<file path="config.mk">
export PLATFORM = sky130hd
export DESIGN_NAME = inst_fetch_queue
export DESIGN_NICKNAME = d
export VERILOG_FILES = /design/src/rtl/inst_fetch_queue.sv
export SDC_FILE = /design/constraint.sdc
export NUM_CORES = 1
export LEC_CHECK = 0
export ABC_AREA = 1
export BUFFER_PORTS_ARGS = -buffer_cell sky130_fd_sc_hd__buf_2
export CAP_MARGIN = 40
export CELL_PAD_IN_SITES_DETAIL_PLACEMENT = 1
export CELL_PAD_IN_SITES_GLOBAL_PLACEMENT = 1
export CORE_ASPECT_RATIO = 1.4
export CORE_MARGIN = 2
export CORE_UTILIZATION = 44
export CTS_BUF_LIST = sky130_fd_sc_hd__clkbuf_8
export CTS_CLUSTER_SIZE = 8
export DETAILED_ROUTE_END_ITERATION = 10
export PLACE_DENSITY_LB_ADDON = 0.1
export SLEW_MARGIN = 10
export SYNTH_ARGS = -nofsm -noshare
export SYNTH_HDL_FRONTEND = slang
export SYNTH_SLANG_ARGS = --single-unit
</file>
<file path="constraint.sdc">
create_clock -name clk_i -period 2.8 [get_ports clk_i]
set_input_delay 0.28 -clock clk_i [delete_from_list [all_inputs] [get_ports clk_i]]
set_output_delay 0.28 -clock clk_i [all_outputs]
set_load 0.005 [all_outputs]
</file>
<file path="src/rtl/inst_fetch_queue.sv">
// Instruction-fetch front end: PC register, pipelined imem reads, PC/instruction queue to decode.
// Define IFQ_BYPASS_EN to forward an accepted response straight to decode when the queue is empty.
module inst_fetch_queue #(
   parameter logic [31:0] RESET_PC = 32'h0000_0000,
   parameter int          DEPTH    = 4
) (
   input  logic        clk_i,
   input  logic        rst_i,
   output logic        imem_req_o,
   output logic [31:0] imem_addr_o,
   input  logic        imem_gnt_i,
   input  logic        imem_rvalid_i,
   input  logic [31:0] imem_rdata_i,
   input  logic        pc_sel_i,
   input  logic [31:0] pc_target_i,
   output logic [31:0] inst_o,
   output logic [31:0] pc_o,
   output logic        inst_valid_o,
   input  logic        inst_ready_i
);
   localparam int          AW      = $clog2(DEPTH);
   localparam int          CW      = AW + 1;
   localparam logic [31:0] NOP     = 32'h0000_0013;
   localparam logic [CW:0] DEPTH_C = (CW+1)'(DEPTH);

   logic [31:0]   fetch_pc_q, fetch_pc_d;
   logic [31:0]   pend_mem_q [DEPTH];
   logic [31:0]   pend_mem_d [DEPTH];
   logic [AW-1:0] pend_wr_q, pend_wr_d, pend_rd_q, pend_rd_d;
   logic [CW-1:0] inflight_q, inflight_d;
   logic [CW-1:0] discard_q, discard_d;
   logic [31:0]   q_inst_q [DEPTH];
   logic [31:0]   q_inst_d [DEPTH];
   logic [31:0]   q_pc_q [DEPTH];
   logic [31:0]   q_pc_d [DEPTH];
   logic [AW-1:0] q_wr_q, q_wr_d, q_rd_q, q_rd_d;
   logic [CW-1:0] count_q, count_d;
   logic [31:0]   last_pc_q, last_pc_d;

   logic          grant, accept, bypass, q_push, q_pop, q_empty;
   logic [31:0]   rsp_pc;

   always_comb begin
      q_empty     = (count_q == '0);
      // Credit: in-flight plus buffered never exceeds the queue size.
      imem_req_o  = ~rst_i & ~pc_sel_i & (({1'b0, inflight_q} + {1'b0, count_q}) < DEPTH_C);
      imem_addr_o = fetch_pc_q;
      grant       = imem_req_o & imem_gnt_i;
      rsp_pc      = pend_mem_q[pend_rd_q];
      accept      = imem_rvalid_i & (discard_q == '0) & ~pc_sel_i;
`ifdef IFQ_BYPASS_EN
      bypass      = accept & q_empty;
`else
      bypass      = 1'b0;
`endif
      q_pop        = ~q_empty & inst_ready_i;
      q_push       = accept & ~(bypass & inst_ready_i);
      inst_valid_o = ~q_empty | bypass;
      if (!q_empty) begin
         inst_o = q_inst_q[q_rd_q];
         pc_o   = q_pc_q[q_rd_q];
      end else if (bypass) begin
         inst_o = imem_rdata_i;
         pc_o   = rsp_pc;
      end else begin
         inst_o = NOP;
         pc_o   = last_pc_q;
      end

      fetch_pc_d = fetch_pc_q;
      pend_mem_d = pend_mem_q;
      pend_wr_d  = pend_wr_q;
      pend_rd_d  = pend_rd_q;
      discard_d  = discard_q;
      q_inst_d   = q_inst_q;
      q_pc_d     = q_pc_q;
      q_wr_d     = q_wr_q;
      q_rd_d     = q_rd_q;
      last_pc_d  = pc_o;

      if (grant) begin
         pend_mem_d[pend_wr_q] = fetch_pc_q;
         pend_wr_d             = pend_wr_q + AW'(1);
         fetch_pc_d            = fetch_pc_q + 32'd4;
      end
      if (imem_rvalid_i) begin
         pend_rd_d = pend_rd_q + AW'(1);
         if (discard_q != '0) discard_d = discard_q - CW'(1);
      end
      inflight_d = inflight_q + CW'(grant) - CW'(imem_rvalid_i);

      if (q_push) begin
         q_inst_d[q_wr_q] = imem_rdata_i;
         q_pc_d[q_wr_q]   = rsp_pc;
         q_wr_d           = q_wr_q + AW'(1);
      end
      if (q_pop) q_rd_d = q_rd_q + AW'(1);
      count_d = count_q + CW'(q_push) - CW'(q_pop);

      // Redirect: every fetch still outstanding (minus one returning now) is stale.
      if (pc_sel_i) begin
         fetch_pc_d = pc_target_i & 32'hFFFF_FFFC;
         discard_d  = inflight_q - CW'(imem_rvalid_i);
         q_wr_d     = '0;
         q_rd_d     = '0;
         count_d    = '0;
      end
   end

   always_ff @(posedge clk_i) begin
      if (rst_i) begin
         fetch_pc_q <= RESET_PC;
         pend_wr_q  <= '0;
         pend_rd_q  <= '0;
         inflight_q <= '0;
         discard_q  <= '0;
         q_wr_q     <= '0;
         q_rd_q     <= '0;
         count_q    <= '0;
         last_pc_q  <= '0;
         for (int i = 0; i < DEPTH; i++) begin
            pend_mem_q[i] <= '0;
            q_inst_q[i]   <= '0;
            q_pc_q[i]     <= '0;
         end
      end else begin
         fetch_pc_q <= fetch_pc_d;
         pend_mem_q <= pend_mem_d;
         pend_wr_q  <= pend_wr_d;
         pend_rd_q  <= pend_rd_d;
         inflight_q <= inflight_d;
         discard_q  <= discard_d;
         q_inst_q   <= q_inst_d;
         q_pc_q     <= q_pc_d;
         q_wr_q     <= q_wr_d;
         q_rd_q     <= q_rd_d;
         count_q    <= count_d;
         last_pc_q  <= last_pc_d;
      end
   end
endmodule

</file>
== Yosys cells after proc, flatten, opt, wreduce, memory -nomap -nowiden ==
Index checks and enable logic that the tools add are counted.

* Output and inout bits: 98
* Bits in registers: 465
* Word-level logic and storage cells: 87
* Input bits: 70

* Reduce and logical (&&, ||, !) cells: 10
* Mux-type cells: 23
* Bitwise gates (word level): 13
* Add/sub/neg operators: 12
* $lt $le $gt $ge: 7

{| class="wikitable"
|+ Operators with widths
! cell !! number
|-
| 128-bit bitwise mux || 3
|-
| 32-bit two-way mux || 12
|-
| 32-bit binary-select mux with 2-bit select || 3
|-
| 32-bit demux with 2-bit select || 2
|-
| 32-bit by 3-bit adder with 32-bit output (second input constant) || 1
|-
| 3-bit greater-or-equal comparator (second input constant) || 4
|-
| 2-bit NOT with 3-bit output || 4
|-
| 3-bit two-way mux || 3
|-
| 3-bit by 1-bit subtractor with 3-bit output || 3
|-
| 2-bit by 1-bit adder with 2-bit output (second input constant) || 4
|-
| 3-bit by 1-bit adder with 3-bit output || 2
|-
| 1-bit bitwise AND || 6
|-
| 3-bit zero test || 2
|-
| 3-bit by 1-bit < comparator with 1-bit output (second input constant) || 2
|-
| 2-bit nonzero test || 3
|-
| 3-bit by 3-bit adder with 4-bit output || 1
|-
| 4-bit by 3-bit < comparator with 1-bit output (second input constant) || 1
|-
| 1-bit NOT || 3
|-
| 3-bit nonzero test || 1
|-
| 3-bit by 1-bit subtractor with 3-bit output (second input constant) || 1
|-
| 1-bit logical AND || 2
|-
| 2-bit AND reduction || 1
|-
| 2-bit OR reduction || 1
|}

== Longest topological paths before layout ==
Gate-level depths: netlist of the first run.

* Depth in word-level cells: 6
* Mapped depth: 14
* Depth with buffers taken out: 13

== Least setup slack after synthesis of the first run ==
No wires, ideal clock.

* Path kind: reg2reg
* From: register inflight_q[1]
* To: register inflight_q[2]
* Setup slack: 0.298 ns
* Buffers on the path: 1
* Clock period less this slack: 2.502 ns
* Data arrival time: 2.380 ns
* Setup time: 0.121 ns
* Required time: 2.679 ns
* Stages on the path, launching flop included: 15
* Path through: dfxtp_1 > ha_1 > nand3_1 > nand2_1 > nor2_2 > nand2_2 > clkbuf_1 > ha_1 > inv_1 > ha_1 > inv_1 > fa_1 > xor2_1 > o21ai_0 > a21oi_1

* Cells in the longest elaborated chain, start to end: 6

{| class="wikitable"
|+ Ends and longest elaborated chain
! item !! line !! text
|-
| start: declaration || 30 || <nowiki>logic [CW-1:0] inflight_q, inflight_d;</nowiki>
|-
| start signal: assignment || 131 || <nowiki>inflight_q <= inflight_d;</nowiki>
|-
| 3-bit by 3-bit adder with 4-bit output || 46 || <nowiki>imem_req_o = ~rst_i & ~pc_sel_i & (({1'b0, inflight_q} + {1'b0, count_q}) < DEPTH_C);</nowiki>
|-
| 4-bit by 3-bit < comparator with 1-bit output || 46 ||
|-
| 1-bit bitwise AND || 46 ||
|-
| via imem_req_o || 9 || <nowiki>output logic imem_req_o,</nowiki>
|-
| 1-bit bitwise AND || 48 || <nowiki>grant = imem_req_o & imem_gnt_i;</nowiki>
|-
| 3-bit by 1-bit adder with 3-bit output || 90 || <nowiki>inflight_d = inflight_q + CW'(grant) - CW'(imem_rvalid_i);</nowiki>
|-
| 3-bit by 1-bit subtractor with 3-bit output || 90 ||
|}

The timed path passes the listed nets, and every way through them passes these cells.
A chain may end at the register's enable or synchronous reset.

== Worst setup path after layout of the first run ==
* From: register q_rd_q[1]
* To: output port pc_o[22]

* Cells in the longest elaborated chain, start to end: 5

{| class="wikitable"
|+ Ends and longest elaborated chain
! item !! line !! text
|-
| start: declaration || 36 || <nowiki>logic [AW-1:0] q_wr_q, q_wr_d, q_rd_q, q_rd_d;</nowiki>
|-
| start signal: assignment || 136 || <nowiki>q_rd_q <= q_rd_d;</nowiki>
|-
| 2-bit NOT with 3-bit output (not written as such) || 61 || <nowiki>pc_o = q_pc_q[q_rd_q];</nowiki>
|-
| 32-bit binary-select mux with 2-bit select || 61 ||
|-
| 32-bit two-way mux (not written as such) (2 in a row) || 61 ||
|-
| 32-bit two-way mux || 59 || <nowiki>if (!q_empty) begin</nowiki>
|-
| end: declaration || 17 || <nowiki>output logic [31:0] pc_o,</nowiki>
|}

No other way between the ends. The select of a mux whose other input is x is not followed.

==> impl_table.tex, run 1 <==
\begin{tabular}{lr}
\hline
Metric & Value \\
\hline
\multicolumn{2}{l}{\textbf{Synthesis}} \\
Library cell occupying the most area in the post-synthesis netlist & dfxtp\_1 \\
Mean instance size in the synthesized netlist & 7.10 sq um \\
Synth warnings & 0 \\
Number of enable-type register cells in the synthesized netlist & 0 \\
Count of distinct cell types in the synthesized netlist & 34 \\
Post-Syn Instances & 2796 \\
Top cells by area, synth & dfxtp\_1 45\%, a21oi\_1 13\%, nand2\_1 10\% \\
Total of flip-flops plus latches after synthesis & 447 \\
Area share of the largest cell type after synthesis & 45.1\% \\
Synthesized cell area & 19900 sq um \\
Proportion of synthesized flip-flops having asynchronous set or reset & 0\% \\
Most used flip-flop cell after synthesis & dfxtp\_1 \\
Portion of the post-synthesis area used by sequential elements & 45.1\% \\
\multicolumn{2}{l}{\textbf{Global route}} \\
Met2 layer usage reported by global route & 51.4\% \\
Vias in the first global route & 20.6k \\
Largest net degree at the start of global routing & 211 \\
Global-route wire length before repair & 109000 microns \\
Met3 track demand over resource & 4.63\% \\
Overall Global Routing Usage & 28.8\% \\
GR Layer Usage met1 & 33.4\% \\
Grt ovf & 0 \\
GRT Max-Usage Layer & met2 \\
Initial antenna violation count & 5 \\
\multicolumn{2}{l}{\textbf{Clock tree}} \\
Clock insertion delay at the later pin of the skew report & 640 ps \\
Depth of the CTS H-tree & 3 \\
Cell chosen for the clock root & clkbuf\_8 \\
CTS tree & done \\
Number of clock buffers inserted by TritonCTS & 72 \\
Number of clock sinks & 447 \\
Post-CTS Setup Bufs & 0 \\
Worst-case clock buffer depth & 3 \\
Post-CTS clock slew at the launch and capture registers of the worst setup and hold paths & 60 ps \\
\multicolumn{2}{l}{\textbf{Final layout}} \\
Most used cells in the layout excluding fill and tap cells & 547 x nand2\_1, 509 x a21oi\_1, 444 x dfxtp\_1 \\
Final std cell area, no fill & 22900 sq um \\
Non-filler cells, final & 3525 \\
Most common cell after layout, fill and taps aside & nand2\_1 \\
Layout overhead on the synthesized area & 15.2\% \\
Layout cells sized above 1 & 11.4\% \\
Post-layout nets & 3001 \\
Share of the core filled with cells & 51.1\% \\
\multicolumn{2}{l}{\textbf{Timing}} \\
Unrepaired setup endpoints after global routing & no \\
Final count of hold timing violations & 0 \\
Peak clock frequency supported by timing & 0.384 GHz \\
Crit share post-route & 93.1\% \\
Fin Hold WS & 43.2 ps \\
Worst-case clock skew & 28.5 ps \\
Number of endpoints failing setup at the final stage & 0 \\
Slew at the pin with the worst max-slew slack & 1040 ps \\
Worst max-slew margin expressed relative to the limit & 30.5\% \\
Max-slew violations & 0 \\
Clock period minus final worst setup slack & 2610 ps \\
Setup tns final & 0 ps \\
\multicolumn{2}{l}{\textbf{Worst hold path}} \\
Hold Path Cell Cnt & 5 \\
Capture endpoint of the worst hold path & imem\_addr\_o[14]\$\_SDFFE\_PP0P\_ \\
Worst hold path class & input port to flip-flop \\
HP Start & pc\_target\_i[14] \\
\multicolumn{2}{l}{\textbf{Pwr}} \\
Worst IR drop on VDD & 0.347 mV \\
Leak & 8.89 nW \\
Power density over the cells & 606 nW/um\^{}2 \\
\multicolumn{2}{l}{\textbf{Placed design}} \\
PortBufs & 163 \\
Estimated wirelength of the detail-placed design & 41000 microns \\
Cell count after placement & 3337 \\
Standard cell area after detailed placement & 20900 sq um \\
GP Congestion & 0.815 \\
\multicolumn{2}{l}{\textbf{Routing}} \\
Avg Vias per Cell & 5.62 \\
Per-cell routed wire length & 19.3 microns \\
Number of nets still failing antenna checks after routing & 0 \\
Sum of routed wire length over all layers & 68000 microns \\
Number of optimization iterations in the first detailed-route pass & 5 \\
Total DRC errors in the routed layout & 0 \\
Total vias in the final route & 19.8k \\
First-iteration detailed-routing DRC count & 1135 \\
\multicolumn{2}{l}{\textbf{Floorplanning}} \\
Total die area & 46900 sq um \\
Core Area & 44800 sq um \\
Die W & 184 microns \\
Top-level port count & 168 \\
Starting density of the core & 44.4\% \\
Number of cell rows & 92 \\
Height of the die & 255 microns \\
\multicolumn{2}{l}{\textbf{Setup path}} \\
Critical-path top delay cell & inv\_2 \\
Crit Reg-Reg Endpoint & inflight\_q[2]\$\_SDFF\_PP0\_ \\
Category of the most critical setup path & flip-flop to output pin \\
CP Cell Sequence & inv\_2 -> o21ai\_0 -> o22ai\_1 -> nand2\_1 -> nand2\_1 -> buf\_2 \\
Endpoint kind of the worst setup timing path & output pin \\
CP required & 2520 ps \\
FF-to-FF path depth & 13 \\
Kind of launch point of the worst setup path & flip-flop \\
Crit-path max FO & 31 \\
Worst Path Buf+Inv & 2 \\
Slowest Stage Delay on Critical Path & 500 ps \\
CP delay by family, top & buffers and inverters \\
Register-to-Register Setup Slack & 310 ps \\
Most common cell type on the critical path & nand2\_1 \\
Startpoint of the most critical register-to-register path & count\_q[2]\$\_SDFF\_PP0\_ \\
Data arrival time of the critical path & 2330 ps \\
\multicolumn{2}{l}{\textbf{Outcome}} \\
Outcome & completed \\
\multicolumn{2}{l}{\textbf{Run}} \\
\# Max-Cap Violations & 0 \\
\hline
\end{tabular}
## kinds of logic (layout without fill, tap and decap cells)
kind of cell | count (synthesis) | in the layout | synth area share (%)
adder cells (fa/ha/maj) | 21 | 21 | 1.40
other | 1 | 7 | 0.0189
buffers and inverters | 413 | 572 | 9.03
AO/OA/AOI/OAI | 927 | 927 | 24.0
flip-flops | 447 | 447 | 45.1
XOR/XNOR | 12 | 12 | 0.529
AND/OR/NAND/NOR | 975 | 975 | 19.9
## sequential cells by signal, summed over array words and instances, names as in the netlist
signal,count
pend_rd_q,2
pend_mem_q,120
discard_q,3
imem_addr_o,30
q_rd_q,2
q_inst_q,128
q_pc_q,120
count_q,3
q_wr_q,2
last_pc_q,32
pend_wr_q,2
inflight_q,3
## cell type report
cell class                      count  area (sq um)
Fill cell                        5777         21900
Multi-Input combinational cell   1937          9130
Sequential cell                   447          8950
Timing Repair Buffer              285          2080
Clock buffer                       91          1250
Tap cell                          564           706
Inverter                          167           636
Clock inverter                     29           118
Antenna cell                        5          12.5
## worst register-to-register path, delay by kind of cell (launching register included)
family | cells | cell delay (ps)
compound gates | 2 | 230
xor+xnor | 1 | 160
fa+ha+maj | 4 | 1070
buf+inv | 3 | 160
flops | 1 | 430
simple gates | 3 | 320
## worst max path at each step
stage / start / to / slack, ps / depth (start not counted)
2_1_floorplan: inflight_q[1]$_SDFF_PP0_ / inflight_q[2]$_SDFF_PP0_ / 300 / 14
3_3_place_gp: count_q[2]$_SDFF_PP0_ / inflight_q[2]$_SDFF_PP0_ / 400 / 13
3_5_place_dp: count_q[2]$_SDFF_PP0_ / inflight_q[2]$_SDFF_PP0_ / 340 / 13
4_1_cts: q_rd_q[0]$_SDFFE_PP0P_ / pc_o[28] / 4 / 8
5_1_grt: q_rd_q[1]$_SDFFE_PP0P_ / pc_o[22] / 30 / 6
6_report: q_rd_q[1]$_SDFFE_PP0P_ / pc_o[22] / 190 / 6
## synthesized netlist by cell type (all sizes together), types with 10 or more instances
master / number
nor2: 235
nand2: 552
inv: 165
o22ai: 36
a32o: 10
clkbuf: 140
dfxtp: 447
ha: 19
nand3: 184
o21ai: 359
buf: 106
a21oi: 509
## where the power goes
| part | leakage [nW] | total [mW] | internal (mW) | switching, mW |
|---|---|---|---|---|
| Combinational | 4.47 | 1.65 | 0.546 | 1.10 |
| Sequential | 3.62 | 6.73 | 6.54 | 0.188 |
| Clock | 0.803 | 5.50 | 2.89 | 2.61 |
| Total | 8.89 | 13.9 | 9.98 | 3.90 |
## layer usage
metal,wire (microns),vias to the layer above
met2,34000,430
met3,3000,137
li1,-,9500
met4,2770,0
met5,0,-
met1,28200,9726
## through the flow
stage | power (mW) | worst slack (ps)
final | 13.9 | 193
after global routing | 14.5 | 31.6
after CTS | 14.0 | 4.18
after detailed placement | 8.43 | 345
after global placement | 8.37 | 396
after floorplan | 7.80 | 298
## repair_timing
item | CTS | global route
endpoints found under the hold margin | 160 | 0
endpoints found under the setup margin | 0 | 11
hold buffers | 63 | 0
resized for setup | 0 | 4
Power figures use the tool's default switching activity.
==> inputs of run 2 (changes only) <==
Settings changed: PLACE_DENSITY_LB_ADDON 0.1 to 0.15.
==> run 2 against run 1 <==
Net effect: global-route usage is 0.080 points lower; worst hold slack improved by 7.9 ps; clock power is 0.7% lower; first-iteration DRC count decreased by 1.1%; routed wire length up 0.51%; design area rose by 0.51%; combinational power grew 4%; count of clock-buffer cells in the layout fell by 2; via count is 0.74% higher; total power barely moved; cell count grew 0.26%; register-to-register slack got worse by 50 ps; largest cell class unchanged.
==> impl_table.tex, run 2 (same netlist as run 1, synthesis figures left out) <==
\begin{tabular}{lr}
\hline
Metric & Value \\
\hline
\multicolumn{2}{l}{\textbf{Outcome}} \\
Outcome & completed \\
\multicolumn{2}{l}{\textbf{Timing}} \\
Slew at the pin with the worst max-slew slack & 900 ps \\
Crit share post-route & 93.4\% \\
Clock period minus final worst setup slack & 2620 ps \\
Worst max-slew margin expressed relative to the limit & 40.0\% \\
Max-slew violations & 0 \\
Worst-case clock skew & 27.8 ps \\
Number of endpoints failing setup at the final stage & 0 \\
Setup tns final & 0 ps \\
Final count of hold timing violations & 0 \\
Unrepaired setup endpoints after global routing & no \\
Peak clock frequency supported by timing & 0.382 GHz \\
\multicolumn{2}{l}{\textbf{Global route}} \\
Global-route wire length before repair & 109000 microns \\
Grt ovf & 0 \\
Initial antenna violation count & 2 \\
Vias in the first global route & 20.9k \\
Largest net degree at the start of global routing & 193 \\
Overall Global Routing Usage & 28.7\% \\
\multicolumn{2}{l}{\textbf{Routing}} \\
Highest metal layer with signal wires & met4 \\
Total DRC errors in the routed layout & 0 \\
Number of optimization iterations in the first detailed-route pass & 5 \\
Met3 wire length & 2810 microns \\
Avg Vias per Cell & 5.64 \\
Sum of routed wire length over all layers & 68300 microns \\
Per-cell routed wire length & 19.3 microns \\
First-iteration detailed-routing DRC count & 1123 \\
Detailed-routing wirelength on met1 & 28100 microns \\
Number of nets still failing antenna checks after routing & 0 \\
Total vias in the final route & 19.9k \\
Detailed-routed wire length on met2 & 35000 microns \\
\multicolumn{2}{l}{\textbf{Setup path}} \\
Kind of launch point of the worst setup path & flip-flop \\
Category of the most critical setup path & flip-flop to output pin \\
Register-to-Register Setup Slack & 260 ps \\
FF-to-FF path depth & 13 \\
Most common cell type on the critical path & a21oi\_1 \\
Slowest Stage Delay on Critical Path & 420 ps \\
Critical-path top delay cell & dfxtp\_4 \\
Crit-path max FO & 45 \\
CP Cell Sequence & clkinv\_4 -> buf\_12 -> buf\_4 -> a21oi\_1 -> o21ai\_0 -> a21oi\_1 -> buf\_2 \\
CP delay by family, top & buffers and inverters \\
Data arrival time of the critical path & 2340 ps \\
CP required & 2520 ps \\
Worst Path Buf+Inv & 4 \\
Endpoint kind of the worst setup timing path & output pin \\
Number of logic stages on the critical path including buffering & 7 \\
\multicolumn{2}{l}{\textbf{Placed design}} \\
PortBufs & 163 \\
Estimated wirelength of the detail-placed design & 41400 microns \\
GP Congestion & 0.815 \\
\multicolumn{2}{l}{\textbf{Floorplanning}} \\
Number of cell rows & 92 \\
Total die area & 46900 sq um \\
Height of the die & 255 microns \\
Starting density of the core & 44.4\% \\
Die W & 184 microns \\
Core Area & 44800 sq um \\
Top-level port count & 168 \\
\multicolumn{2}{l}{\textbf{Clock tree}} \\
Depth of the CTS H-tree & 3 \\
Number of clock sinks & 447 \\
CTS tree & done \\
Worst-case clock buffer depth & 3 \\
Clock insertion delay at the later pin of the skew report & 640 ps \\
Number of clock buffers inserted by TritonCTS & 73 \\
Cell chosen for the clock root & clkbuf\_8 \\
Post-CTS clock slew at the launch and capture registers of the worst setup and hold paths & 60 ps \\
\multicolumn{2}{l}{\textbf{Pwr}} \\
Leak & 8.97 nW \\
Total power & 13.9 mW \\
Power density over the cells & 603 nW/um\^{}2 \\
Worst IR drop on VDD & 0.314 mV \\
\multicolumn{2}{l}{\textbf{Final layout}} \\
Registers with the most flip-flops & q\_inst\_q x128, pend\_mem\_q x120, q\_pc\_q x120 \\
Most used cells in the layout excluding fill and tap cells & 547 x nand2\_1, 509 x a21oi\_1, 444 x dfxtp\_1 \\
Layout fillers & 5735 \\
Largest reg by FF count & q\_inst\_q \\
Layout overhead on the synthesized area & 15.8\% \\
Layout cells sized above 1 & 11.7\% \\
Post-layout nets & 3012 \\
Area used by sequential logic in the layout & 8950 sq um \\
Combined area of the multi-input logic cells & 9130 sq um \\
Largest register FFs & 128 \\
Most common cell after layout, fill and taps aside & nand2\_1 \\
\multicolumn{2}{l}{\textbf{Run}} \\
\# Max-Cap Violations & 0 \\
\multicolumn{2}{l}{\textbf{Worst hold path}} \\
Hold Path Cell Cnt & 4 \\
Worst hold path class & input port to flip-flop \\
\hline
\end{tabular}
==> run 2: metal layers <==
| layer | up-vias | track usage (%) |
|---|---|---|
| met4 | 0 | 11.3 |
| met5 | - | 0 |
| met1 | 9812 | 33.0 |
| met2 | 459 | 52.9 |
| li1 | 9526 | - |
| met3 | 143 | 4.15 |
==> run 2: path summary, 6_finish.rpt <==
kind	startpoint	endpoint
hold reg to reg	q_inst_q[1]$_SDFFE_PP0P_	q_inst_q[1]$_SDFFE_PP0P_
setup reg to reg	count_q[2]$_SDFF_PP0_	inflight_q[2]$_SDFF_PP0_
setup / recovery	q_rd_q[0]$_SDFFE_PP0P_	inst_o[19]
hold / removal	pc_sel_i	count_q[1]$_SDFF_PP0_
==> run 2: power breakdown <==
group	switching, mW	internal [mW]
Combinational	1.13	0.576
Clock	2.61	2.84
Sequential	0.175	6.54
Total	3.92	9.96
==> run 2: cell type report <==
type	count	share of cell area [%]
Antenna cell	2	0.0218
Clock buffer	89	5.32
Clock inverter	33	0.576
Inverter	167	2.77
Multi-Input combinational cell	1937	39.7
Sequential cell	447	38.9
Tap cell	564	3.07
Timing Repair Buffer	295	9.63
==> run 2: stage by stage <==
step | util [%] | hold slack (ps) | cells | area [sq um] | worst slack [ps]
4_1_cts | 51.3 | 21.9 | 3530 | 23000 | 46.7
2_1_floorplan | - | 405 | 2797 | 19900 | 298
6_report | 51.4 | 51.1 | 3534 | 23000 | 184
3_3_place_gp | 46.7 | 431 | 3343 | 20900 | 357
3_5_place_dp | 46.8 | 448 | 3344 | 20900 | 348
5_1_grt | 51.4 | 56.0 | 3534 | 23000 | 34.0
==> run 2: worst min-delay path, stage by stage <==
cell and delay (ps):
buf_2 160, nor2_4 70, inv_1 80, nor2_1 40
==> run 2: repair_timing <==
action / CTS / global route
endpoints found under the hold margin: 154 / 0
gates resized for setup: 1 / 1
pin swaps: 0 / 1
gates cloned: 1 / 1
setup buffers: 0 / 1
hold buffers: 63 / 0
endpoints found under the setup margin: 18 / 20
